$ cat src/rtl/freq_bcd_counter.sv
// freq_bcd_counter: counts rising edges of asynchronous IN over a fixed gate window
// and publishes the count as saturating packed 4-digit BCD with an overflow flag.
module freq_bcd_counter #(
    parameter int GATE_CYCLES = 100000000,
    parameter int GATE_W      = 27
) (
    input  logic        CLK,
    input  logic        reset,
    input  logic        IN,
    output logic [15:0] freq,
    output logic        valid,
    output logic        overflow
);
    logic              s1, s2, s3;
    logic [GATE_W-1:0] gate;
    logic [15:0]       acc, acc_inc, acc_nxt;
    logic [3:0]        carry;
    logic              ovf_acc, ovf_nxt, in_edge, term, sat;

    assign in_edge = s2 & ~s3;
    assign term    = gate == GATE_W'(GATE_CYCLES - 1);
    assign sat     = acc == 16'h9999;

    // Decimal ripple increment: every digit sitting at 9 wraps and passes the carry upward.
    assign carry[0] = 1'b1;
    for (genvar d = 0; d < 4; d++) begin : g_dig
        logic [3:0] dg;
        assign dg = acc[4*d +: 4];
        assign acc_inc[4*d +: 4] = carry[d] ? (dg == 4'd9 ? 4'd0 : dg + 4'd1) : dg;
        if (d < 3) begin : g_c
            assign carry[d+1] = carry[d] & (dg == 4'd9);
        end
    end

    assign acc_nxt = (in_edge && !sat) ? acc_inc : acc;
    assign ovf_nxt = ovf_acc | (in_edge & sat);

    // The terminal cycle publishes the post-increment value, so an edge there stays in the closing window.
    always_ff @(posedge CLK or negedge reset) begin
        if (!reset) begin
            s1       <= 1'b0;
            s2       <= 1'b0;
            s3       <= 1'b0;
            gate     <= '0;
            acc      <= '0;
            ovf_acc  <= 1'b0;
            freq     <= '0;
            overflow <= 1'b0;
            valid    <= 1'b0;
        end else begin
            s1      <= IN;
            s2      <= s1;
            s3      <= s2;
            gate    <= term ? '0 : gate + GATE_W'(1);
            acc     <= term ? '0 : acc_nxt;
            ovf_acc <= term ? 1'b0 : ovf_nxt;
            valid   <= term;
            if (term) begin
                freq     <= acc_nxt;
                overflow <= ovf_nxt;
            end
        end
    end
endmodule

$ cat config.mk
export PLATFORM = sky130hd
export DESIGN_NAME = freq_bcd_counter
export DESIGN_NICKNAME = d
export VERILOG_FILES = /design/src/rtl/freq_bcd_counter.sv
export SDC_FILE = /design/constraint.sdc
export NUM_CORES = 1
export LEC_CHECK = 0
export CAP_MARGIN = 20
export CORE_AREA = 2 2 84 86
export CTS_CLUSTER_SIZE = 16
export DETAILED_ROUTE_END_ITERATION = 10
export DIE_AREA = 0 0 86 88
export PLACE_DENSITY_LB_ADDON = 0.2
export SLEW_MARGIN = 20
export SYNTH_ARGS = -nofsm -noshare
export SYNTH_HDL_FRONTEND = slang
export SYNTH_SLANG_ARGS = --single-unit
$ cat constraint.sdc
create_clock -name CLK -period 1.75 [get_ports CLK]
set_input_delay 0.4375 -clock CLK [delete_from_list [all_inputs] [get_ports CLK]]
set_output_delay 0.4375 -clock CLK [all_outputs]
set_load 0.005 [all_outputs]
### After elaboration in Yosys (flattened, before gate mapping)

Cells that the tools add are included.
Widths: inputs -> output; s select.

| cells by class | value |
|---|---|
| bitwise logic cells | 6 |
| add/subtract/negate cells | 5 |
| mux-type cells | 11 |
| equal/unequal tests | 6 |
| reduce and logical (&&, ||, !) cells | 2 |

Operators by type and width:

| cell | number |
|---|---|
| $mux 16 | 2 |
| $mux 4 | 7 |
| $add 27x1->27 const B | 1 |
| $eq 27x27->1 const B | 1 |
| $mux 27 | 1 |
| $add 4x1->4 const B | 4 |
| $eq 16x16->1 const B | 1 |
| $eq 4x4->1 const B | 4 |
| $and 1x1->1 | 4 |
| $logic_and 1x1->1 | 1 |
| $logic_not 1->1 | 1 |
| $mux 1 | 1 |
| $not 1->1 | 1 |
| $or 1x1->1 | 1 |

| storage, ports and cells | value |
|---|---|
| register bits after elaboration | 65 |
| output and inout bits | 18 |
| logic and storage cells | 39 |
| bits of input ports | 3 |

### Logic depth before layout (Yosys ltp)

Gate-level depths: netlist of the first run.

| logic depth | value |
|---|---|
| depth in word-level cells | 6 |
| depth in mapped cells | 7 |

### Worst setup path after synthesis of the first run

No wires, ideal clock.

| timing path | value |
|---|---|
| kind | register -> register |
| start point | register gate[0] |
| end point | register freq[0] |
| path slack | 70 ps |
| stages on the path, launching flop included | 7 |
| data required time | 1625 ps |
| path buffers | 1 |
| data arrival time | 1556 ps |
| clock period less this slack | 1680 ps |
| cells stage by stage | dfrtp_1 > ha_1 > and3_1 > clkbuf_4 > nand2_1 > nor3_4 > mux2_2 |

| between the ends | value |
|---|---|
| longest elaborated chain between the ends | 1 |

RTL lines:

| element | line | RTL |
|---|---|---|
| start, declared | 15 | `logic [GATE_W-1:0] gate;` |
| start signal, assigned | 54 | `gate <= term ? '0 : gate + GATE_W'(1);` |
| $eq 27x27->1 | 21 | `assign term = gate == GATE_W'(GATE_CYCLES - 1);` |
| end signal, assigned | 59 | `freq <= acc_nxt;` |
| end, declared | 10 | `output logic [15:0] freq,` |

Every way passes these cells.
A chain may end at the register's enable or synchronous reset.

### Final worst setup path of the first run

| timing path | value |
|---|---|
| start point | register gate[9] |
| end point | register freq[11] |

The elaborated chain is that of the path after synthesis.

==> results of run 1 <==
## cells by family after synthesis
| family | after synthesis | share of synthesized area |
|---|---|---|
| and+or+nand+nor | 120 | 0.2358 |
| xor gates and xnor gates | 18 | 0.04903 |
| adders and majority gates | 1 | 0.003890 |
| AOI/OAI and AO/OA | 70 | 0.1381 |
| buffers and inverters | 22 | 0.03774 |
| DFF | 65 | 0.5058 |
| muxes | 9 | 0.02957 |
## area by class of cell
cell class,count,area (µm²),share of cell area
flip-flops and latches,65,1627,0.3883
multi-input cells,218,1614,0.3853
repair buffers,67,595.6,0.1422
clock buffers,12,155.1,0.03704
well taps,80,100.1,0.02389
clock inverters,4,75.07,0.01792
inverters,6,22.52,0.005376
## Yosys cell counts (6+ instances only)
library cell / n
a21oi_1: 13
dfrtp_1: 65
inv_1: 6
nand2_1: 15
nand3_1: 12
nand4_1: 12
nor2_1: 21
nor2b_1: 6
nor3_1: 7
o21ai_0: 22
o31ai_1: 17
xnor2_1: 7
xor2_1: 11
## metal layers
metal	routed length [µm]	vias up	track usage
met5	0	-	0
met4	85	0	0.07792
met3	315	10	0.05278
met2	3690	59	0.3340
met1	3342	1296	0.2680
li1	-	1245	-
## final timing paths
| path | cells past startpoint | slack (ps) | startpoint | to |
|---|---|---|---|---|
| min reg2reg | 0 | 360 | s1$_DFF_PN0_ | s2$_DFF_PN0_ |
| min | 0 | 360 | s1$_DFF_PN0_ | s2$_DFF_PN0_ |
| min in group asynchronous | 2 | 490 | reset | gate[12]$_DFF_PN0_ |
| max reg2reg | 7 | 20 | gate[9]$_DFF_PN0_ | freq[11]$_DFFE_PN0N_ |
| max in group asynchronous | 3 | 680 | reset | gate[24]$_DFF_PN0_ |
| max | 7 | 20 | gate[9]$_DFF_PN0_ | freq[11]$_DFFE_PN0N_ |
## flip-flops by register name, indices dropped and copies added (netlist names)
signal / count
gate: 27
acc: 16
freq: 16
overflow: 1
ovf_acc: 1
s1: 1
s2: 1
s3: 1
valid: 1
## report_power, final
part / internal [µW] / switching [µW] / total (µW)
Clock: 881 / 620 / 1500
Sequential: 1580 / 85.1 / 1670
Combinational: 214 / 232 / 445
## critical path: stages, from the launching register on
cell       delay (ps)
dfrtp_1           390
nor4bb_2          310
buf_4             170
nand4_1           160
buf_4             200
buf_8             150
a211oi_4          170
a2bb2oi_2          70
## per-stage QoR
| step | std cells | instance area [µm²] | total power [µW] | util |
|---|---|---|---|---|
| 3_3_place_gp | 423 | 3680 | 2052 | 0.5539 |
| 4_1_cts | 442 | 3951 | 3561 | 0.5947 |
| 2_1_floorplan | 305 | 3216 | 1930 | - |
| 6_report | 452 | 4189 | 3614 | 0.6305 |
| 5_1_grt | 452 | 4189 | 3757 | 0.6305 |
| 3_5_place_dp | 423 | 3680 | 2065 | 0.5539 |
## timing repair
| item | CTS | global route |
|---|---|---|
| hold buffers | 1 | 0 |
| endpoints found under the setup margin | 19 | 40 |
| setup buffers | 2 | 10 |
| resized for setup | 4 | 51 |
| endpoints found under the hold margin | 11 | 0 |
| gates cloned | 0 | 0 |
| pin swaps | 2 | 7 |
## cells in the final DEF, fill, tap and decap left out, types with 9 or more instances in the layout
cell,Yosys,final
o21ai_0,22,9
buf_4,1,39
xor2_1,11,11
nor2_1,21,21
a21oi_1,13,13
o31ai_1,17,9
nand3_1,12,11
nand2_1,15,15
clkbuf_8,1,11
nand4_1,12,12
dfrtp_1,65,65
clkdlybuf4s50_1,0,18
==> run_results.csv, run 1 <==
group,metric,value,unit
floorplanning,num_io_pins,21,
place,port_buffers,20,
clocking,htree_levels,3,
floorplanning,die_h,88,µm
synth,syn_inst,305,
synth,synth_top_area_share,0.5058,
final_layout,layout-drive-gt1-share,0.3118,
sta,grt_setup_unrepaired,"true",
final_layout,insertedDiodeCount,0,
sta,clock_skew,12.76,ps
worst_setup_path,cp-start-kind,"register",
global_routing,grt_start_max_net_pins,55,
place,dp_hpwl,4770,µm
synth,synth_top_area_cell,"dfrtp_1",
routing,antenna_left,0,
synth,synth_nets,309,
sta,finalWorstSetupSlack,21.31,ps
routing,wire_per_inst,16.45,µm
routing,drc,0,
worst_setup_path,worstPathRequired,2000,ps
power_and_ir_drop,power.leakage,0.001860,µW
synth,synth.area.top_cells,"dfrtp_1, o31ai_1, o21ai_0",
global_routing,grt_overflow_total,0,
clocking,insertion_delay,360,ps
synth,synth-seq-cells,65,
power_and_ir_drop,power_density,862.7,nW/µm²
global_routing,groute.usage.overall,0.2062,
global_routing,grt_pass1_wl,11990,µm
clocking,cts_root_buffer,"clkbuf_8",
synth,synth_seq_area_share,0.5058,
power_and_ir_drop,ir_worst_vdd,0.0006519,V
job,cap_viol_max_count,0,
global_routing,antenna_found_initial,0,
clocking,cts_tree,"built",
sta,min_period,1729,ps
sta,max_freq,578.5,MHz
final_layout,nets,371,
synth,netlist_area,3216,µm²
sta,tns,0,ps
sta,whs,356.1,ps
routing,totalWireLength,7434,µm
worst_hold_path,hold_class,"register to register",
place,gp_congestion,0.7483,
synth,synthArstFlopShare,1.000,
clocking,clockBufferDepth,2,
clocking,cts_made_buffers,9,
final_layout,fill_cells,520,
final_layout,syn_to_final_growth,30.27,%
clocking,cts.clk_slew.worst_paths,70,ps
clocking,cts_sinks,65,
floorplanning,initial_core_util,0.4840,
routing,drt_iter0_drc,161,
worst_setup_path,path_class,"register to register",
floorplanning,die_x,86,µm
sta,finalCritPeriodShare,0.9878,
sta,worst-slew-pin-transition,392.1,ps
worst_setup_path,worstPathMaxFanout,15,
routing,vias,2610,
synth,synth_area_per_cell,10.54,µm²
floorplanning,rows,30,
outcome,status,"complete, no violations",
synth,synth_cell_types,60,
sta,finalHoldViolCount,0,
synth,yosys_most_used_dff,"dfrtp_1",
worst_setup_path,cp-end-kind,"register",
routing,viasPerCell,5.774,
sta,drv_slew,0,
sta,setup_viol,0,
synth,yosysWarningCount,0,
floorplanning,core,6644,µm²
global_routing,grt_pass1_vias,2431,
place,place_ws,-69.25,ps
worst_setup_path,cp.arrival,1970,ps
floorplanning,die-area,7568,µm²
sta,slew_headroom,0.7362,
synth,synth_edf_count,0,
routing,first_pass_iters,7,
Power figures use the tool's default switching activity.
==> run 2: changes to the inputs <==
==> constraint.sdc (replaced) <==
create_clock -name CLK -period 1.75 [get_ports CLK]
set_input_delay 0.35 -clock CLK [delete_from_list [all_inputs] [get_ports CLK]]
set_output_delay 0.35 -clock CLK [all_outputs]
set_load 0.005 [all_outputs]
==> run_results.csv, run 2 (synthesized netlist as in run 1, its figures left out) <==
group,metric,value,unit
outcome,violations,"hold timing",
global_routing,antenna_found_initial,0,
sta,worst-slew-pin-transition,554.9,ps
final_layout,reg_top3,"gate: 27 flops, acc: 16 flops, freq: 16 flops",
final_layout,layout-drive-gt1-share,0.2514,
sta,grt_setup_unrepaired,"true",
final_layout,insertedDiodeCount,0,
clocking,cts_tree,"built",
clocking,htree_levels,3,
worst_setup_path,worstPathRequired,1980,ps
floorplanning,num_io_pins,21,
routing,wire_per_inst,15.42,µm
floorplanning,initial_core_util,0.4840,
final_layout,top_register,"gate",
sta,tns,0,ps
worst_setup_path,cp-start-kind,"register",
power_and_ir_drop,power.leakage,0.001771,µW
global_routing,grt_pass1_vias,2493,
worst_setup_path,path_class,"register to register",
worst_setup_path,cp-end-kind,"register",
job,cap_viol_max_count,0,
place,gp_congestion,0.7709,
sta,max_freq,591.2,MHz
final_layout,largest_reg_flops,27,
sta,slew_headroom,0.6301,
sta,finalHoldViolCount,20,
floorplanning,die_x,86,µm
final_layout,fin_util,0.6004,
final_layout,nets,365,
floorplanning,core,6644,µm²
clocking,cts.clk_slew.worst_paths,70,ps
floorplanning,rows,30,
worst_hold_path,hold_class,"primary input to asynchronous set/reset pin",
clocking,cts_made_buffers,9,
sta,finalCritPeriodShare,0.9666,
power_and_ir_drop,power_density,839.6,nW/µm²
sta,setup_viol,0,
routing,first_pass_iters,5,
routing,drc,0,
final_layout,layout_common_cells,"dfrtp_1, buf_4, o21ai_0, nor2_1, clkdlybuf4s50_1",
global_routing,grt_pass1_wl,11760,µm
outcome,status,"finished, violations left",
floorplanning,die-area,7568,µm²
routing,drt_iter0_drc,98,
routing,viasPerCell,5.733,
global_routing,grt_start_max_net_pins,26,
routing,antenna_left,0,
clocking,cts_hold_buf,0,
power_and_ir_drop,ir_worst_vdd,0.0007735,V
clocking,insertion_delay,350,ps
clocking,clockBufferDepth,2,
global_routing,grt_overflow_total,0,
sta,drv_slew,0,
worst_setup_path,cp.arrival,1930,ps
final_layout,fill_cells,532,
global_routing,groute.usage.overall,0.2007,
place,dp_hpwl,4802,µm
worst_setup_path,worstPathMaxFanout,4,
final_layout,final_common_cell,"dfrtp_1",
place,port_buffers,20,
floorplanning,die_h,88,µm
clocking,cts_root_buffer,"clkbuf_8",
final_layout,syn_to_final_growth,24.05,%
routing,totalWireLength,6877,µm
routing,vias,2557,
sta,whs,-10.98,ps
clocking,cts_sinks,65,
sta,clock_skew,7.565,ps
sta,min_period,1692,ps
## run 2: cell types whose count changed in the layout (fill, tap and decap cells not counted), moves of 2 or more
cell and change:
o21ai_2 -8, o31ai_1 +8, o21ai_0 +13, o21ai_1 -4, mux2_2 -2, mux2_4 +2
buf_8 -2, buf_6 -2, o31ai_2 -8, clkinv_2 +2
## run 2: path summary, 6_finish.rpt
path	from	to	slack [ps]	cells after the start
worst min-delay path	reset	freq[7]$_DFFE_PN0N_	-10	1
worst max register to register	gate[25]$_DFF_PN0_	freq[0]$_DFFE_PN0N_	60	5
max in group asynchronous	reset	gate[5]$_DFF_PN0_	1190	2
worst max-delay path	gate[25]$_DFF_PN0_	freq[0]$_DFFE_PN0N_	60	5
worst min register to register	s1$_DFF_PN0_	s2$_DFF_PN0_	360	0
min in group CLK	s1$_DFF_PN0_	s2$_DFF_PN0_	360	0
## run 2: cell type report
class                   count  area, µm²  area share
multi-input cells         218       1520      0.3811
inverters                   6      22.52    0.005646
flip-flops and latches     65       1627      0.4078
repair buffers             61      523.0      0.1311
well taps                  80      100.1     0.02509
clock inverters             5      55.05     0.01380
clock buffers              11      141.4     0.03545
## run 2: what timing repair did
action / 4_1_cts / 5_1_grt
setup endpoints to repair: 20 / 25
resized for setup: 6 / 9
pin swaps: 1 / 3
setup buffers: 1 / 4
## run 2: report_power, final
group	total [µW]	switching, µW	internal (µW)
Clock	1280	588	692
Combinational	401	219	182
Sequential	1670	84.9	1580
## run 2: metrics by stage
| stage | setup slack, ps | cells | total power, µW | area, µm² |
|---|---|---|---|---|
| after floorplan | 69.54 | 305 | 1930 | 3216 |
| after global placement | 6.953 | 425 | 2057 | 3695 |
| after detailed placement | -96.59 | 425 | 2072 | 3695 |
| after CTS | 20.22 | 442 | 3363 | 3915 |
| after global routing | -24.95 | 446 | 3501 | 3989 |
| final | 58.38 | 446 | 3349 | 3989 |
## run 2: routing by layer
| layer | GRT usage | up-vias | wire (µm) |
|---|---|---|---|
| met5 | 0 | - | 0 |
| met4 | 0.1097 | 0 | 148 |
| met3 | 0.04524 | 13 | 207 |
| met2 | 0.3221 | 31 | 3334 |
| met1 | 0.2533 | 1274 | 3187 |
| li1 | - | 1239 | - |
## run 2: worst max-delay path, cell delays in order (launching register included)
cell	delay (ps)
dfrtp_1	400
and4bb_2	330
nand4_4	130
nor3_4	280
buf_6	150
mux2_4	290
